[src/rtl/eth_frame_tx.sv]
// rtl/eth_frame_tx.sv - ARP / UDP-over-IPv4 Ethernet frame serializer, 32-bit words
// Define ETH_TX_PAD_EN to zero-pad every frame to at least 16 words.
module eth_frame_tx #(
  parameter int          LEN_W      = 9,
  parameter int          IFG_CYCLES = 12,
  parameter logic [15:0] SRC_PORT   = 16'd2179,
  parameter logic [15:0] DST_PORT   = 16'd5152,
  parameter logic [7:0]  TTL        = 8'hC8
) (
  input  logic             clk,
  input  logic             rst,
  input  logic             i_start,
  input  logic [3:0]       i_pkt_type,
  input  logic [LEN_W-1:0] i_len_words,
  input  logic [47:0]      i_self_mac,
  input  logic [31:0]      i_self_ip,
  input  logic [47:0]      i_target_mac,
  input  logic [31:0]      i_target_ip,
  input  logic [31:0]      i_pl_data,
  input  logic             i_pl_vld,
  output logic             o_pl_rdy,
  output logic [31:0]      o_data,
  output logic             o_vld,
  input  logic             i_rdy,
  output logic             o_sop,
  output logic             o_eop,
  output logic             o_busy,
  output logic             o_err
);
  localparam int CW = LEN_W + 5;
  localparam int IW = $clog2(IFG_CYCLES + 1);
  localparam logic [3:0] T_ARP_REQ = 4'd1;
  localparam logic [3:0] T_ARP_RSP = 4'd2;
  localparam logic [3:0] T_UDP     = 4'd3;

`ifdef ETH_TX_PAD_EN
  typedef enum logic [2:0] {IDLE, CSUM, HDR, PAYLOAD, PAD, IFG} state_t;
`else
  typedef enum logic [2:0] {IDLE, CSUM, HDR, PAYLOAD, IFG} state_t;
`endif

  state_t            state_q, state_d;
  logic [3:0]        type_q;
  logic [LEN_W-1:0]  len_q;
  logic [47:0]       smac_q, tmac_q;
  logic [31:0]       sip_q, tip_q;
  logic [15:0]       csum_q, csum_d;
  logic [15:0]       ip_id_q;
  logic [CW-1:0]     wcnt_q;
  logic [LEN_W-1:0]  pcnt_q;
  logic [IW-1:0]     ifg_q;
  logic              err_q;

  logic        type_ok, start_ok, start_bad, is_udp, pl_last, hdr_last, ifg_last, xfer;
  logic [15:0] iplen, udplen, oper;
  logic [19:0] csum_sum;
  logic [16:0] csum_f1;
  logic [15:0] csum_f2;
  logic [31:0] hdr_word, data_c;
  logic        vld_c, sop_c, eop_c, pl_rdy_c;

  assign type_ok   = (i_pkt_type == T_ARP_REQ) || (i_pkt_type == T_ARP_RSP) ||
                     ((i_pkt_type == T_UDP) && (i_len_words != '0));
  assign start_ok  = (state_q == IDLE) && i_start && type_ok;
  assign start_bad = (state_q == IDLE) && i_start && !type_ok;
  assign is_udp    = (type_q == T_UDP);
  assign pl_last   = (pcnt_q == len_q - LEN_W'(1));
  assign hdr_last  = (wcnt_q == CW'(10));
  assign ifg_last  = (ifg_q == IW'(IFG_CYCLES - 1));
  assign xfer      = vld_c && i_rdy;

  assign iplen  = (16'(len_q) << 2) + 16'd28;
  assign udplen = (16'(len_q) << 2) + 16'd8;
  assign oper   = (type_q == T_ARP_RSP) ? 16'd2 : 16'd1;

  // Header checksum over the ten halfwords; flags/fragment and checksum field are zero.
  assign csum_sum = 20'h04500 + 20'(iplen) + 20'(ip_id_q) + 20'({TTL, 8'd17}) +
                    20'(sip_q[31:16]) + 20'(sip_q[15:0]) + 20'(tip_q[31:16]) + 20'(tip_q[15:0]);
  assign csum_f1  = 17'(csum_sum[15:0]) + 17'(csum_sum[19:16]);
  assign csum_f2  = csum_f1[15:0] + 16'(csum_f1[16]);
  assign csum_d   = ~csum_f2;

  always_comb begin
    hdr_word = 32'h0;
    case (wcnt_q[3:0])
      4'd0:    hdr_word = {16'h0, tmac_q[47:32]};
      4'd1:    hdr_word = tmac_q[31:0];
      4'd2:    hdr_word = smac_q[47:16];
      4'd3:    hdr_word = {smac_q[15:0], is_udp ? 16'h0800 : 16'h0806};
      4'd4:    hdr_word = is_udp ? {8'h45, 8'h00, iplen} : {16'h0001, 16'h0800};
      4'd5:    hdr_word = is_udp ? {ip_id_q, 16'h0} : {8'h06, 8'h04, oper};
      4'd6:    hdr_word = is_udp ? {TTL, 8'd17, csum_q} : smac_q[47:16];
      4'd7:    hdr_word = is_udp ? sip_q : {smac_q[15:0], sip_q[31:16]};
      4'd8:    hdr_word = is_udp ? tip_q : {sip_q[15:0], tmac_q[47:32]};
      4'd9:    hdr_word = is_udp ? {SRC_PORT, DST_PORT} : tmac_q[31:0];
      4'd10:   hdr_word = is_udp ? {udplen, 16'h0} : tip_q;
      default: hdr_word = 32'h0;
    endcase
  end

  always_ff @(posedge clk) begin
    if (rst) begin
      state_q <= IDLE;
      type_q  <= '0;
      len_q   <= '0;
      smac_q  <= '0;
      tmac_q  <= '0;
      sip_q   <= '0;
      tip_q   <= '0;
      csum_q  <= '0;
      ip_id_q <= '0;
      wcnt_q  <= '0;
      pcnt_q  <= '0;
      ifg_q   <= '0;
      err_q   <= 1'b0;
    end else begin
      state_q <= state_d;
      err_q   <= start_bad;
      ifg_q   <= (state_q == IFG) ? ifg_q + IW'(1) : '0;
      if (start_ok) begin
        type_q <= i_pkt_type;
        len_q  <= i_len_words;
        smac_q <= i_self_mac;
        tmac_q <= i_target_mac;
        sip_q  <= i_self_ip;
        tip_q  <= i_target_ip;
        wcnt_q <= '0;
        pcnt_q <= '0;
      end else begin
        if (xfer) wcnt_q <= wcnt_q + CW'(1);
        if (xfer && state_q == PAYLOAD) pcnt_q <= pcnt_q + LEN_W'(1);
      end
      if (state_q == CSUM) csum_q <= csum_d;
      if (xfer && eop_c && is_udp) ip_id_q <= ip_id_q + 16'd1;
    end
  end

  always_comb begin
    state_d = state_q;
    case (state_q)
      IDLE:    if (start_ok) state_d = CSUM;
      CSUM:    state_d = HDR;
`ifdef ETH_TX_PAD_EN
      HDR:     if (xfer && hdr_last) state_d = is_udp ? PAYLOAD : PAD;
      PAYLOAD: if (xfer && pl_last) state_d = (wcnt_q >= CW'(15)) ? IFG : PAD;
      PAD:     if (xfer && wcnt_q == CW'(15)) state_d = IFG;
`else
      HDR:     if (xfer && hdr_last) state_d = is_udp ? PAYLOAD : IFG;
      PAYLOAD: if (xfer && pl_last) state_d = IFG;
`endif
      IFG:     if (ifg_last) state_d = IDLE;
      default: state_d = IDLE;
    endcase
  end

  always_comb begin
    data_c   = 32'h0;
    vld_c    = 1'b0;
    sop_c    = 1'b0;
    eop_c    = 1'b0;
    pl_rdy_c = 1'b0;
    case (state_q)
      HDR: begin
        data_c = hdr_word;
        vld_c  = 1'b1;
        sop_c  = (wcnt_q == '0);
`ifndef ETH_TX_PAD_EN
        eop_c  = hdr_last && !is_udp;
`endif
      end
      PAYLOAD: begin
        data_c   = i_pl_data;
        vld_c    = i_pl_vld;
        pl_rdy_c = i_rdy;
`ifdef ETH_TX_PAD_EN
        eop_c    = pl_last && (wcnt_q >= CW'(15));
`else
        eop_c    = pl_last;
`endif
      end
`ifdef ETH_TX_PAD_EN
      PAD: begin
        vld_c = 1'b1;
        eop_c = (wcnt_q == CW'(15));
      end
`endif
      default: ;
    endcase
  end

  // Outputs are forced quiet for the whole reset cycle, not just after the edge.
  assign o_data   = rst ? 32'h0 : data_c;
  assign o_vld    = !rst && vld_c;
  assign o_sop    = !rst && sop_c;
  assign o_eop    = !rst && eop_c;
  assign o_pl_rdy = !rst && pl_rdy_c;
  assign o_busy   = !rst && ((state_q != IDLE) || start_ok);
  assign o_err    = !rst && err_q;
endmodule

[config.mk]
export PLATFORM = sky130hd
export DESIGN_NAME = eth_frame_tx
export DESIGN_NICKNAME = d
export VERILOG_FILES = /design/src/rtl/eth_frame_tx.sv
export SDC_FILE = /design/constraint.sdc
export NUM_CORES = 1
export LEC_CHECK = 0
export ABC_CLOCK_PERIOD_IN_PS = 17900
export BUFFER_PORTS_ARGS = -buffer_cell sky130_fd_sc_hd__buf_2
export CORE_MARGIN = 2
export CORE_UTILIZATION = 62
export DETAILED_ROUTE_END_ITERATION = 6
export HOLD_SLACK_MARGIN = 0.12
export PLACE_DENSITY = 0.87
export SLEW_MARGIN = 20
export SYNTH_ARGS = -nofsm -noshare
export SYNTH_HDL_FRONTEND = slang
export SYNTH_SLANG_ARGS = --single-unit
[constraint.sdc]
create_clock -name clk -period 17.9 [get_ports clk]
set_input_delay 0.895 -clock clk [delete_from_list [all_inputs] [get_ports clk]]
set_output_delay 0.895 -clock clk [all_outputs]
set_load 0.02 [all_outputs]
== Word-level counts from Yosys, hierarchy flattened ==
Cells that the tools add are included.

* Bits in registers: 236
* Bits of input ports: 210
* Output and inout bits: 38
* Word-level logic and storage cells: 110

* Add/subtract/negate cells: 16
* Equal/unequal tests: 26
* Muxes and demuxes: 22
* Bitwise operators: 2
* Reduce and logical (&&, ||, !) cells: 31

{| class="wikitable"
|+ Operator list
! operator !! number
|-
| $pmux W32 S11 || 1
|-
| $mux W32 || 7
|-
| $pmux W32 S2 || 1
|-
| $add A20 B16 Y20 || 2
|-
| $mux W31 || 1
|-
| $eq A4 B2 Y1 const B || 6
|-
| $add A19 B16 Y20 || 1
|-
| $add A18 B16 Y19 || 1
|-
| $add A17 B16 Y18 const B || 1
|-
| $mux W3 || 6
|-
| $add A16 B16 Y17 || 1
|-
| $add A16 B4 Y17 || 1
|-
| $logic_and A1 B1 Y1 || 17
|-
| $add A15 B12 Y16 const A || 1
|-
| $add A16 B1 Y16 || 1
|-
| $add A16 B1 Y16 const B || 1
|-
| $eq A4 B3 Y1 const B || 4
|-
| $eq A4 B4 Y1 const B || 4
|-
| $not A16 Y16 || 1
|-
| $pmux W3 S5 || 1
|-
| $add A14 B1 Y14 const B || 1
|-
| $eq A14 B4 Y1 const B || 1
|-
| $logic_not A14 Y1 || 1
|-
| $add A11 B4 Y12 const B || 1
|-
| 23 further kinds || 34
|}

== Longest topological paths before layout ==
* Depth after elaboration: 11
* Gate-level depth with buffers: 39
* Depth with buffers taken out: 38

== Least setup slack after synthesis ==
No wires, ideal clock.

* Path kind: reg-to-reg
* From: register len_q[2]
* To: register csum_q[6]
* Setup time: 0.132 ns
* Arrival time: 7.910 ns
* Data required time: 17.768 ns
* Path slack: 9.858 ns
* Stages on the path, launching flop included: 40
* Buffers on the path: 1
* Period minus slack after synthesis: 8.042 ns
* Cells stage by stage: dfxtp_1 > inv_1 > ha_1 > a21bo_2 > and3_1 > nor2b_1 > xnor2_1 > fa_1 > inv_1 > fa_1 > inv_1 > fa_1 > inv_1 > ha_1 > ha_1 > clkbuf_1 > a211o_1 > a211o_1 > [4 not listed] > xnor2_1 > ha_1 > inv_1 > fa_1 > nand2b_1 > a21oi_1 > nand2_1 > nor4_1 > nand3_1 > nor2_1 > ha_1 > ha_1 > nand2_1 > nor2_1 > maj3_1 > a21oi_1 > o21ai_0 > a21oi_1

* Longest elaborated chain between the ends: 11

{| class="wikitable"
|+ Ends and longest elaborated chain
! what !! RTL line !! source
|-
| start: declaration || 44 || <nowiki>logic [LEN_W-1:0] len_q;</nowiki>
|-
| start signal: assignment || 122 || <nowiki>len_q <= i_len_words;</nowiki>
|-
| $add A11 B5 Y12 || 72 || <nowiki>assign iplen = (16'(len_q) << 2) + 16'd28;</nowiki>
|-
| $add A15 B12 Y16 || 77 || <nowiki>assign csum_sum = 20'h04500 + 20'(iplen) + 20'(ip_id_q) + 20'({TTL, 8'd17}) +</nowiki>
|-
| $add A16 B16 Y17 || 77 ||
|-
| $add A17 B16 Y18 || 77 ||
|-
| $add A18 B16 Y19 || 77 ||
|-
| $add A19 B16 Y20 || 78 || <nowiki>20'(sip_q[31:16]) + 20'(sip_q[15:0]) + 20'(tip_q[31:16]) + 20'(tip_q[15:0]);</nowiki>
|-
| $add A20 B16 Y20 (2 in series) || 78 ||
|-
| $add A16 B4 Y17 || 79 || <nowiki>assign csum_f1 = 17'(csum_sum[15:0]) + 17'(csum_sum[19:16]);</nowiki>
|-
| $add A16 B1 Y16 || 80 || <nowiki>assign csum_f2 = csum_f1[15:0] + 16'(csum_f1[16]);</nowiki>
|-
| $not A16 Y16 || 81 || <nowiki>assign csum_d = ~csum_f2;</nowiki>
|-
| end signal: assignment || 133 || <nowiki>if (state_q == CSUM) csum_q <= csum_d;</nowiki>
|-
| end: declaration || 47 || <nowiki>logic [15:0] csum_q, csum_d;</nowiki>
|}

Every way passes these cells.
A chain may end at the register's enable or synchronous reset.

== Worst setup path after layout ==
* From: register len_q[2]
* To: register csum_q[14]

Same word-level chain as after synthesis.

==> summary.txt <==
Clock tree
  – Hold_buf cts: 0
  – CTS tree: yes
  – Htree depth: 1
  – Worst skew pair latency: 0.56 ns
  – Post-CTS sizing: 0
  – Cts bufs inserted: 25
  – Clock transition at path regs: 0.06 ns
  – Clock Tree Root: clkbuf_16
  – # clock sinks: 236
  – Clock buffer depth: 3
  – Post-CTS Repair Setup Buffers: 0

Route
  – Top Layer Used: met5
  – Detailed-route via count: 15,560
  – Met3 wire length: 6632 um
  – Drt first pass iters: 7
  – Met1 Routed Length: 20,530 um
  – ANT nets after route: 0
  – # DRC: 2
  – Routed WL per cell: 21.61 um
  – Routed wire length: 53,910 um
  – Via density: 6.239
  – Met2 wire len: 23,560 um
  – DR iter-0 viols: 2,318

Place
  – Pre-CTS setup slack: 9.063 ns
  – Dpl hpwl: 40,890 um
  – Port Buffers: 247
  – Routability cong.: 1.047
  – Placed inst area: 0.01630 sq mm

Setup path
  – R2R depth: 37
  – Critical path's slowest cell: fa_1
  – Req. time, crit path: 18.36 ns
  – Most frequent CP cell: ha_1
  – CP Class: flop to flop
  – RR Endpoint: csum_q[14]$_SDFFE_PP0P_
  – CP startpoint: len_q[2]$_SDFFE_PP0P_
  – CP max FO: 8
  – CP arrival: 9.40 ns
  – Crit path largest cell delay: 0.52 ns
  – Reg2reg setup slack: 8.96 ns
  – Worst setup SP type: flop
  – Worst r2r src: len_q[2]$_SDFFE_PP0P_
  – Crit. End Element: flop

Synthesis
  – Syn. warnings: 0
  – Syn_area_per_cell: 7.505 sq um
  – Syn Inst Count: 2,006
  – Yosys top cell area share: 31.38%
  – Top FF cell, synth: dfxtp_1
  – Syn nets: 2,330
  – Asr flop ratio synth: 0%
  – Flops & latches, synth: 236
  – Yosys cell types: 71
  – Top cells by area, synth: dfxtp_1, nand2_1, a21oi_1, fa_1, ha_1
  – Area leader, netlist: dfxtp_1
  – Post-synth design cell area: 0.01506 sq mm
  – Number of flops mapped to enable cells by yosys: 0
  – Seq/Total Area, Yosys: 31.38%

Timing
  – Worst slew margin: 33.95%
  – Worst Max-Slew Pin Slew: 0.9908 ns
  – RSZ-0062 raised after global routing: no
  – Setup violators final: 0
  – Final Hold Fails: 0
  – Fin. max-slew vios: 0
  – Final worst path period share: 49.94%
  – F_max: 111.9 MHz
  – Crit path time final: 8.939 ns
  – Setup_tns: 0 ns
  – Setup ws final: 8.961 ns
  – Setup Skew: 0.01689 ns

Power and ir drop
  – Sw Pwr: 0.3964 mW
  – Combinational share of power: 18.3%
  – P per Cell Area: 76.99 mW/mm^2
  – Worst VDD drop: 0.06620 mV
  – Clock Power Share: 39.3%
  – Sw Share: 30.09%
  – LEAKAGE: 6.840 nW
  – Int Pwr: 0.9209 mW
  – Sequential share of power: 42.3%
  – Power consumption: 1.317 mW

Layout
  – Design Area, Final: 0.01711 sq mm
  – # nets final: 2,477
  – Layout area overhead: 13.64%
  – Share of layout cells above drive strength 1: 15.12%
  – N_diodes: 0

Outcome
  – Status: finished with violations
  – Failing checks: DRC

Floorplan
  – Chip Width: 159.8 um
  – Die Ht: 159.8 um
  – Die ar.: 0.02555 sq mm
  – Rows: 57
  – Core area: 0.02411 sq mm
  – Initial Util: 62.46%
  – # IOs: 248

Min path
  – HP Class: flop to flop
  – Hold_sp: type_q[2]$_SDFFE_PP0P_
  – Worst hold stages: 2
  – Worst Hold Path EP: type_q[2]$_SDFFE_PP0P_

GRT
  – Grt total ovfl: 0
  – First-pass GRT wire length: 81,130 um
  – Number of global-route vias before repair: 14,160
  – GRT Resource Usage Total: 40.76%
  – Initial antenna violation count: 4
  – Largest net degree at the start of global routing: 103

Run
  – Max-Cap Viols: 0
kinds of logic after synthesis:
group | share of synthesized area, %
compound gates | 22.32
flops | 31.38
mux | 0.2659
fa+ha+maj | 12.55
buf+inv | 7.139
xor+xnor | 4.355
simple gates | 21.99
state kept, by name, summed over array words and instances (netlist names), 4 cells and up:
signal,count
csum_q,16
ip_id_q,16
wcnt_q,14
smac_q,48
len_q,9
tmac_q,48
sip_q,32
tip_q,32
ifg_q,4
pcnt_q,9
type_q,4
cells in the final DEF (no fill, tap or decap), types with 10 or more instances in the layout:
master	synthesis	final
ha_1	55	55
nand3_1	34	32
nand2_1	445	444
nor2b_1	18	18
inv_1	141	141
nand4_1	17	17
o21ai_0	37	36
o211ai_1	13	13
xnor2_1	42	42
xor2_1	31	31
a21oi_1	289	289
buf_2	7	246
a211oi_1	16	16
a22oi_1	36	36
nor4_1	10	10
and3_1	19	18
a21o_1	20	20
a221oi_1	15	15
a31oi_1	21	21
nor3_1	27	27
and2_1	19	19
dfxtp_1	236	236
nor2_1	129	129
clkbuf_16	0	25
a222oi_1	30	30
buf_4	2	14
fa_1	59	59
cell usage after synthesis (4+ instances only):
cell type / instances
nand2b_1: 8
o21ai_0: 37
a211oi_1: 16
dfxtp_1: 236
xnor2_1: 42
a31oi_1: 21
a221oi_1: 15
o22ai_1: 6
nand3b_1: 6
a21o_1: 20
nand2_1: 445
fa_1: 59
nor4_1: 10
and2_1: 19
a21oi_1: 289
or3_1: 8
nor3b_1: 6
nor2b_1: 18
nand4_1: 17
nor2_1: 129
mux2i_1: 4
a222oi_1: 30
inv_1: 141
a2111oi_0: 5
and3_1: 19
buf_1: 10
buf_2: 7
xor2_1: 31
clkbuf_1: 122
nand3_1: 34
a22oi_1: 36
nor3_1: 27
o211ai_1: 13
o21a_1: 4
a211o_1: 4
ha_1: 55
routing by layer:
| layer | global-route usage (%) | vias up |
|---|---|---|
| met5 | 0 | - |
| met4 | 18.92 | 6 |
| met3 | 9.870 | 205 |
| met2 | 64.50 | 997 |
| met1 | 52.89 | 7218 |
| li1 | - | 7134 |
area by class of cell:
class / count / area (sq um)
clock inverter: 12 / 121.4
timing repair buffer: 261 / 1350
clock buffer: 32 / 691.9
tap: 324 / 405.4
sequential: 236 / 4725
fill: 2045 / 6997
inverter: 141 / 529.3
multi-input combinational: 1488 / 9286
through the flow:
stage / util, % / hold slack, ns / cells
2_1_floorplan: - / 0.4085 / 2006
4_1_cts: 70.97 / 0.4410 / 2494
3_5_place_dp: 67.60 / 0.4235 / 2450
6_report: 70.97 / 0.4415 / 2494
3_3_place_gp: 67.60 / 0.4146 / 2450
5_1_grt: 70.97 / 0.4536 / 2494
worst max-delay path by stage:
stage / end / slack (ns) / depth (start not counted)
after global placement: csum_q[6]$_SDFFE_PP0P_ / 9.26 / 38
after global routing: csum_q[6]$_SDFFE_PP0P_ / 8.34 / 38
after floorplan: csum_q[6]$_SDFFE_PP0P_ / 9.86 / 39
after CTS: csum_q[6]$_SDFFE_PP0P_ / 9.05 / 38
after detailed placement: csum_q[6]$_SDFFE_PP0P_ / 9.06 / 38
final: csum_q[14]$_SDFFE_PP0P_ / 8.96 / 37
power groups by stage:
stage                     registers, mW  clock network, mW  logic, mW
after floorplan                   0.557                  0      0.171
after global placement            0.567                  0      0.232
after detailed placement          0.567                  0      0.236
after CTS                         0.556              0.520      0.238
after global routing              0.557              0.540      0.265
final                             0.557              0.518      0.242
worst max-delay path: cells and delay by family (launching register included):
family | cells | cell delay [ns]
AO/OA/AOI/OAI | 8 | 2.28
XOR/XNOR | 3 | 0.44
adder cells (fa/ha/maj) | 10 | 3.40
buffers and inverters | 5 | 0.34
flip-flops | 1 | 0.44
AND/OR/NAND/NOR | 11 | 1.95
Power figures use the tool's default switching activity.
